File: src/rtl/photon_pulse_gen.sv
// Programmable photon-pulse emulator: bursts of fixed-width pulses locked to a free-running sync
// period. Define PHOTON_GEN_JITTER_EN to add LFSR-driven jitter (0..7 clocks) to each LOW gap.
module photon_pulse_gen #(
  parameter int unsigned SYNC_PERIOD_CLKS = 1600000,
  parameter int unsigned PULSE_WIDTH      = 4,
  parameter int unsigned CNT_W            = 16
) (
  input  logic             clk,
  input  logic             rst_n,
  input  logic             en,
  input  logic [CNT_W-1:0] cfg_count,
  input  logic [CNT_W-1:0] cfg_spacing,
  output logic             pulse_out,
  output logic             sync_out,
  output logic             frame_done,
  output logic [CNT_W-1:0] pulses_sent,
  output logic             overrun
);

  localparam int unsigned PW = $clog2(SYNC_PERIOD_CLKS);
  // Edge counter needs headroom above the spacing field for the clamp and jitter.
  localparam int unsigned EW = CNT_W + 4;

  localparam logic [PW-1:0] PLast    = PW'(SYNC_PERIOD_CLKS - 1);
  localparam logic [PW-1:0] PHalf    = PW'(SYNC_PERIOD_CLKS / 2);
  localparam logic [EW-1:0] WidthE   = EW'(PULSE_WIDTH);
  localparam logic [EW-1:0] MinSpace = EW'(PULSE_WIDTH + 1);

  typedef enum logic [1:0] {StIdle, StHigh, StLow, StWait} state_e;

  state_e           state_q, state_d;
  logic [PW-1:0]    p_q, p_d;
  logic             sync_q, sync_d;
  logic             fd_q, fd_d;
  logic [CNT_W-1:0] sent_out_q, sent_out_d;
  logic             ovr_q, ovr_d;
  logic [CNT_W-1:0] sent_q, sent_d;
  logic [EW-1:0]    e_q, e_d;
  logic [CNT_W-1:0] cnt_sh_q, cnt_sh_d;
  logic [CNT_W-1:0] sp_sh_q, sp_sh_d;

  logic             p_start, p_end, more_pulses, start_pulse;
  logic [EW-1:0]    sp_ext, sp_clamp, sp_target, jitter;

`ifdef PHOTON_GEN_JITTER_EN
  logic [15:0] lfsr_q, lfsr_d;

  always_comb begin
    lfsr_d = lfsr_q;
    if (start_pulse) begin
      lfsr_d = {1'b0, lfsr_q[15:1]} ^ (lfsr_q[0] ? 16'hB400 : 16'h0000);
    end
  end

  always_ff @(posedge clk or negedge rst_n) begin
    if (!rst_n) lfsr_q <= 16'hACE1;
    else        lfsr_q <= lfsr_d;
  end

  assign jitter = EW'(lfsr_q[2:0]);
`else
  assign jitter = '0;
`endif

  always_comb begin
    p_start     = (p_q == '0);
    p_end       = (p_q == PLast);
    p_d         = p_end ? '0 : p_q + 1'b1;
    sync_d      = (p_q < PHalf);
    fd_d        = p_end;
    cnt_sh_d    = p_start ? cfg_count : cnt_sh_q;
    sp_sh_d     = p_start ? cfg_spacing : sp_sh_q;
    sp_ext      = EW'(sp_sh_q);
    sp_clamp    = (sp_ext < MinSpace) ? MinSpace : sp_ext;
    sp_target   = sp_clamp + jitter;
    more_pulses = (sent_q < cnt_sh_q);

    state_d     = state_q;
    sent_d      = sent_q;
    e_d         = e_q;
    sent_out_d  = sent_out_q;
    ovr_d       = ovr_q;
    start_pulse = 1'b0;

    if (p_end) begin
      // Period end overrides every state; a burst that still owes pulses is an overrun.
      sent_out_d = sent_q;
      state_d    = StIdle;
      sent_d     = '0;
      e_d        = '0;
      if ((state_q == StHigh || state_q == StLow) && more_pulses) ovr_d = 1'b1;
    end else begin
      unique case (state_q)
        StIdle: begin
          // Decision is made in the capture cycle, so use the live config.
          if (p_start && en) begin
            if (cfg_count != '0) start_pulse = 1'b1;
            else                 state_d = StWait;
          end
        end
        StHigh: begin
          if (!en) begin
            state_d = StWait;
          end else begin
            e_d = e_q + 1'b1;
            if (e_q >= WidthE) state_d = StLow;
          end
        end
        StLow: begin
          if (!en) begin
            state_d = StWait;
          end else if (e_q >= sp_target) begin
            if (more_pulses) start_pulse = 1'b1;
            else             state_d = StWait;
          end else begin
            e_d = e_q + 1'b1;
          end
        end
        StWait: ;
        default: state_d = StIdle;
      endcase

      if (start_pulse) begin
        state_d = StHigh;
        sent_d  = sent_q + 1'b1;
        e_d     = EW'(1);
      end
    end
  end

  always_ff @(posedge clk or negedge rst_n) begin
    if (!rst_n) begin
      state_q    <= StIdle;
      p_q        <= '0;
      sync_q     <= 1'b0;
      fd_q       <= 1'b0;
      sent_out_q <= '0;
      ovr_q      <= 1'b0;
      sent_q     <= '0;
      e_q        <= '0;
      cnt_sh_q   <= '0;
      sp_sh_q    <= '0;
    end else begin
      state_q    <= state_d;
      p_q        <= p_d;
      sync_q     <= sync_d;
      fd_q       <= fd_d;
      sent_out_q <= sent_out_d;
      ovr_q      <= ovr_d;
      sent_q     <= sent_d;
      e_q        <= e_d;
      cnt_sh_q   <= cnt_sh_d;
      sp_sh_q    <= sp_sh_d;
    end
  end

  assign pulse_out   = (state_q == StHigh);
  assign sync_out    = sync_q;
  assign frame_done  = fd_q;
  assign pulses_sent = sent_out_q;
  assign overrun     = ovr_q;

endmodule

File: config.mk
export PLATFORM = sky130hd
export DESIGN_NAME = photon_pulse_gen
export DESIGN_NICKNAME = d
export VERILOG_FILES = /design/src/rtl/photon_pulse_gen.sv
export SDC_FILE = /design/constraint.sdc
export NUM_CORES = 1
export LEC_CHECK = 0
export CORE_MARGIN = 2
export CORE_UTILIZATION = 35
export CTS_BUF_LIST = sky130_fd_sc_hd__clkbuf_2
export DETAILED_ROUTE_END_ITERATION = 7
export GPL_TIMING_DRIVEN = 0
export SYNTH_ARGS = -nofsm -noshare
export SYNTH_HDL_FRONTEND = slang
export SYNTH_SLANG_ARGS = --single-unit
File: constraint.sdc
create_clock -name clk -period 3.33 [get_ports clk]
set_clock_uncertainty 0.05 [all_clocks]
set_input_delay 0.999 -clock clk [delete_from_list [all_inputs] [get_ports clk]]
set_output_delay 0.999 -clock clk [all_outputs]
set_load 0.03 [all_outputs]
==> results of run 1 <==
critical path, stage by stage (launching register included):
cell	delay [ps]
dfrtp_1	470
nor4_4	300
nand4_1	150
nor4_2	220
nor2_1	80
ha_1	310
a211o_1	320
a31oi_2	160
o221ai_2	140
a21o_4	290
o2111ai_4	250
o21ai_4	110
or3_1	370
a21oi_2	130
through the flow:
step / power, mW / TNS, ps / worst slack, ps / utilization (%)
floorplan: 1.44 / 0 / 184 / -
global placement: 1.53 / -363880 / -3150 / 40.4
detailed placement: 1.53 / -20550 / -704 / 40.6
CTS: 2.17 / -1970 / -126 / 42.0
global route: 2.25 / -5910 / -233 / 44.0
finish: 2.14 / -367 / -60.1 / 44.0
cell usage in the layout, fill, tap and decap left out, types with 20 or more instances in the layout:
cell	synthesis	layout
dfrtp_1	110	110
nand2_1	70	70
clkdlybuf4s50_1	0	52
o21ai_0	52	47
inv_1	40	40
ha_1	39	39
nor2_1	43	35
a21oi_1	31	25
nand4_1	21	21
mux2_2	20	20
per-layer routing:
layer | vias to the layer above | track usage (%)
met3 | 35 | 4.68
met4 | 0 | 4.85
li1 | 2308 | -
met2 | 132 | 29.1
met5 | - | 0
met1 | 2431 | 22.6
final timing paths:
path,start,end,slack (ps)
max,sp_sh_q[15],e_q[4],-60
min,rst_n,e_q[7],160
max reg2reg,sp_sh_q[15],e_q[4],-60
min reg2reg,p_q[0],p_q[0],490
max in group asynchronous,rst_n,p_q[0],2400
min in group clk,p_q[0],p_q[0],490
area by class of cell:
class,instances,share of cell area (%)
multi-input cells,443,43.3
clock inverters,5,0.828
repair buffers,70,9.97
inverters,40,2.07
flip-flops and latches,110,38.0
plain buffers,18,1.33
well taps,220,3.80
clock buffers,10,0.690
cell usage after synthesis, types with 6 or more instances:
| library cell | n |
|---|---|
| a21oi_1 | 31 |
| and4_1 | 6 |
| inv_1 | 40 |
| nand3_1 | 19 |
| and3_1 | 11 |
| xor2_1 | 18 |
| xnor2_1 | 19 |
| mux2_2 | 20 |
| dfrtp_1 | 110 |
| nand2_1 | 70 |
| nor2_1 | 43 |
| nor4_1 | 15 |
| clkbuf_1 | 17 |
| o21ai_0 | 52 |
| or3_1 | 15 |
| ha_1 | 39 |
| nor3_1 | 14 |
| nand4_1 | 21 |
power breakdown:
group | switching (mW) | internal [mW] | leakage, nW
clock network | 0.448 | 0.176 | 0.0700
registers | 0.0134 | 1.36 | 1.39
logic | 0.0763 | 0.0663 | 1.70
what timing repair did:
item	CTS	global route
resized for setup	23	66
pin swaps	2	30
cloned	0	4
buffers inserted	3	9
setup endpoints to repair	56	53
hold endpoints to repair	0	0
state kept, by name, summed over array words and instances, names as in the netlist:
signal       cells
pulses_sent     16
cnt_sh_q        16
p_q             21
state_q          2
sp_sh_q         16
overrun          1
sent_q          16
sync_out         1
frame_done       1
e_q             20
logic make-up after synthesis:
group,Yosys count,share of synthesized area (%)
muxes,22,4.20
buffers and inverters,58,3.75
xor gates and xnor gates,37,5.55
AOI/OAI and AO/OA,106,10.3
and+or+nand+nor,238,20.7
DFF,110,47.1
adders and majority gates,39,8.36
==> run_results.csv, run 1 <==
group,metric,value,unit
floorplanning,ios,55,
timing,final_max_slew_viol_count,0,
floorplanning,core,16500,µm²
final_layout,layout-drive-gt1-share,14.9,%
timing,max_freq,0.295,GHz
timing,post-route-period-util,102,%
final_layout,antennaDiodeCount,0,
grt,grt_antenna_before_repair,0,
place,placedCellCount,885,
pwr,power_density,295,nW/µm²
route,ant_nets,0,
place,portBuffers,54,
timing,max_slew_margin,55.7,%
clocking,clock_path_buffers,2,
clocking,cts_buffers,9,
yosys,syn-mean-instance-area,9.57,µm²
critical_path,reg2reg_depth,13,
route,wl_met3,733,µm
timing,finalCriticalPeriod,3390,ps
yosys,synth_top_cell_by_area,"dfrtp_1",
yosys,synth_top_area_share,47.1,%
hold_path,hp-class,"in2async",
place,hpwl,10600,µm
clocking,cts_sinks,110,
timing,setup_viol,15,
yosys,yosys_warnings,0,
yosys,ys.flop_type,"dfrtp_1",
yosys,synthArstFlopShare,100,%
outcome,violations,"setup timing",
clocking,clock_latency,640,ps
route,top_layer_used,"met4",
timing,hold_violations,0,
yosys,postSynthCellCount,610,
timing,holdWs,159,ps
yosys,synth_area,5840,µm²
floorplanning,std_cell_rows,47,
final_layout,regArea,2750,µm²
final_layout,nFillCells,1600,
route,routed_via_density,5.36,
grt,grt_first_pass_wirelength,24700,µm
floorplanning,die_h,133,µm
outcome,outcome,"finished with violations",
place,placed_area,6680,µm²
yosys,ys_ff_latch,110,
yosys,yosys.cell_types.count,47,
grt,grt_max_degree,74,
route,wl_met1,6700,µm
yosys,syn-num-nets,684,
final_layout,final_area,7250,µm²
critical_path,path_class,"reg2reg",
yosys,ys_seq_area_share,47.1,%
pwr,leakage,3.17,nW
clocking,cts_tree,"yes",
final_layout,area_growth,24.2,%
yosys,synth_edf_count,0,
clocking,cts-htree-levels,3,
final_layout,instances_no_fill,916,
timing,grt_setup_unrepaired,"yes",
critical_path,cp.arrival,3920,ps
clocking,clk_pin_slew,290,ps
floorplanning,initial_core_util,35.5,%
clocking,hold_buffers,0,
route,route.met2.wl,7400,µm
critical_path,crit_fanout,7,
floorplanning,die_area,17700,µm²
critical_path,crit_path_end_kind,"flip-flop",
route,remaining_drc_errors,0,
route,vias,4906,
route,drtIter0Drc,338,
route,wl,15200,µm
critical_path,critical_path.startpoint_type,"flip-flop",
place,place_congestion,0.835,
yosys,synth_area_leaders,"dfrtp_1 47%, ha_1 8.4%, nand2_1 4.5%",
route,drt_first_pass_iters,4,
flow_run,drv_cap,0,
final_layout,multi_input_area,3140,µm²
floorplanning,fp.dieW,133,µm
timing,tightest_slew,660,ps
pwr,ir_drop,0.211,mV
clocking,cts_root_buf,"clkbuf_2",
grt,grt_pass1_vias,4888,
route,wl_per_cell,16.6,µm
grt,grt.total_usage,17.5,%
grt,grt_overflow,0,
final_layout,layout.nets,766,
timing,setup_ws,-60.1,ps
critical_path,crit_required,3860,ps
Power figures use the tool's default switching activity.
==> inputs of run 2 (changes only) <==
--- a/config.mk
+++ b/config.mk
@@ -10,6 +10,7 @@
 export CTS_BUF_LIST = sky130_fd_sc_hd__clkbuf_2
 export DETAILED_ROUTE_END_ITERATION = 7
 export GPL_TIMING_DRIVEN = 0
+export PLACE_DENSITY = 0.62
 export SYNTH_ARGS = -nofsm -noshare
 export SYNTH_HDL_FRONTEND = slang
 export SYNTH_SLANG_ARGS = --single-unit
==> run_results.csv, run 2 (synthesis gave the netlist of run 1 again) <==
group,metric,value,unit
final_layout,final_cell_mix,"110 x dfrtp_1, 68 x nand2_1, 52 x clkdlybuf4s50_1, 43 x o21ai_0, 40 x inv_1",
floorplanning,die_area,17700,µm²
final_layout,layout.nets,770,
grt,grt_antenna_before_repair,0,
grt,grt_first_pass_wirelength,25000,µm
final_layout,reg_top3,"p_q x21, e_q x20",
place,place_congestion,0.831,
floorplanning,fp.dieW,133,µm
outcome,violations,"setup timing",
final_layout,layout_commonest_cell,"dfrtp_1",
route,drtIter0Drc,299,
route,wl,15400,µm
clocking,cts_buffers,9,
pwr,leakage,3.25,nW
final_layout,multi_input_area,3190,µm²
clocking,clock_latency,670,ps
grt,grt_max_degree,64,
floorplanning,core,16500,µm²
pwr,finalPower,2.33,mW
critical_path,crit_path_end_kind,"flip-flop",
route,drt_first_pass_iters,5,
clocking,cts_sinks,110,
hold_path,hp-class,"in2async",
final_layout,area_growth,27.0,%
grt,grt_overflow,0,
critical_path,critical_path.startpoint_type,"flip-flop",
clocking,cts-htree-levels,3,
route,vias,4874,
final_layout,nFillCells,1562,
timing,tns,-1550,ps
critical_path,reg2reg_slack,-120,ps
clocking,clk_pin_slew,310,ps
floorplanning,die_h,133,µm
route,remaining_drc_errors,0,
route,ant_nets,0,
timing,setup_viol,32,
timing,finalCriticalPeriod,3450,ps
pwr,ir_drop,0.219,mV
critical_path,r2r-start,"sp_sh_q[15]",
grt,grt_pass1_vias,4971,
critical_path,path_class,"reg2reg",
floorplanning,ios,55,
final_layout,final_area,7420,µm²
timing,hold_violations,0,
clocking,clock_path_buffers,2,
critical_path,worstSetupEndpoint,"e_q[10]",
place,hpwl,10600,µm
place,placed_area,6680,µm²
clocking,cts_tree,"yes",
critical_path,crit_fanout,7,
final_layout,layout-drive-gt1-share,16.4,%
place,portBuffers,54,
critical_path,cp-startpoint,"sp_sh_q[15]",
floorplanning,std_cell_rows,47,
timing,grt_setup_unrepaired,"yes",
place,dp_worst_setup_slack,-642,ps
timing,max_slew_margin,56.2,%
floorplanning,initial_core_util,35.5,%
timing,post-route-period-util,104,%
critical_path,regToRegEndpoint,"e_q[10]",
grt,grt.total_usage,17.7,%
timing,setup_ws,-117,ps
place,placedCellCount,885,
timing,tightest_slew,656,ps
route,routed_via_density,5.29,
timing,final_max_slew_viol_count,0,
final_layout,instances_no_fill,921,
timing,max_freq,0.290,GHz
final_layout,antennaDiodeCount,0,
final_layout,largest_reg_flops,21,
route,wl_per_cell,16.7,µm
pwr,power_density,315,nW/µm²
final_layout,regArea,2750,µm²
final_layout,largest-register,"p_q",
critical_path,cp.arrival,3990,ps
critical_path,reg2reg_depth,14,
clocking,cts_root_buf,"clkbuf_2",
flow_run,drv_cap,0,
outcome,outcome,"finished with violations",
critical_path,crit_required,3870,ps
run 2: changes by cell type in the layout (fill, tap and decap cells not counted), moves of 3 or more:
cell / previous run / this run
clkbuf_2: 15 / 12
nand3_1: 18 / 14
nor3_1: 12 / 8
nand3_2: 1 / 5
o21ai_0: 47 / 43
nor3_2: 0 / 4
run 2: per-stage QoR:
| stage | util [%] | hold slack [ps] |
|---|---|---|
| finish | 45.1 | 249 |
| global route | 45.1 | 252 |
| CTS | 43.3 | 240 |
| detailed placement | 40.6 | 445 |
| global placement | 40.4 | 441 |
| floorplan | - | 418 |
run 2: timing repair:
action | 4_1_cts | 5_1_grt
endpoints found under the setup margin | 56 | 61
gates resized for setup | 50 | 41
buffers inserted | 8 | 7
pin swaps | 31 | 40
cloned | 4 | 1
hold buffers | 0 | 0
run 2: worst max-delay path: stages (launching register included):
cell and delay (ps):
dfrtp_1 480, nor4_4 280, nand4_1 200, nor4_4 210, nor2_1 100, ha_1 300
a211o_1 270, a31oi_2 190, o221ai_2 150, a21o_4 280, buf_4 150, o22ai_4 270
nand4_1 160, xor2_1 170, nor2_1 110
run 2: how the worst min path moves through the flow:
stage	from	to	slack, ps	cells after the start
5_1_grt	rst_n	pulses_sent[13]	250	1
3_3_place_gp	p_q[0]	p_q[0]	440	1
4_1_cts	rst_n	sync_out	240	1
3_5_place_dp	pulses_sent[4]	pulses_sent[4]	440	1
6_report	rst_n	sync_out	250	1
2_1_floorplan	p_q[0]	p_q[0]	420	1
run 2: power by group:
group | total (mW) | leakage [nW] | internal, mW | switching, mW
logic | 0.145 | 1.76 | 0.0670 | 0.0780
clock network | 0.814 | 0.0950 | 0.334 | 0.480
registers | 1.38 | 1.39 | 1.36 | 0.0142
run 2: area by class of cell:
class	instances	area share, %
plain buffers	18	1.37
clock buffers	9	0.607
clock inverters	7	1.70
inverters	40	2.02
multi-input cells	444	43.0
flip-flops and latches	110	37.1
well taps	220	3.71
repair buffers	73	10.5
run 2: metal layers:
metal / share of wire, % / track usage (%) / vias up
met5: 0 / 0 / -
met4: 2.0 / 5.08 / 0
met3: 4.7 / 4.26 / 30
met2: 50 / 30.2 / 119
met1: 44 / 22.4 / 2404
li1: - / - / 2321
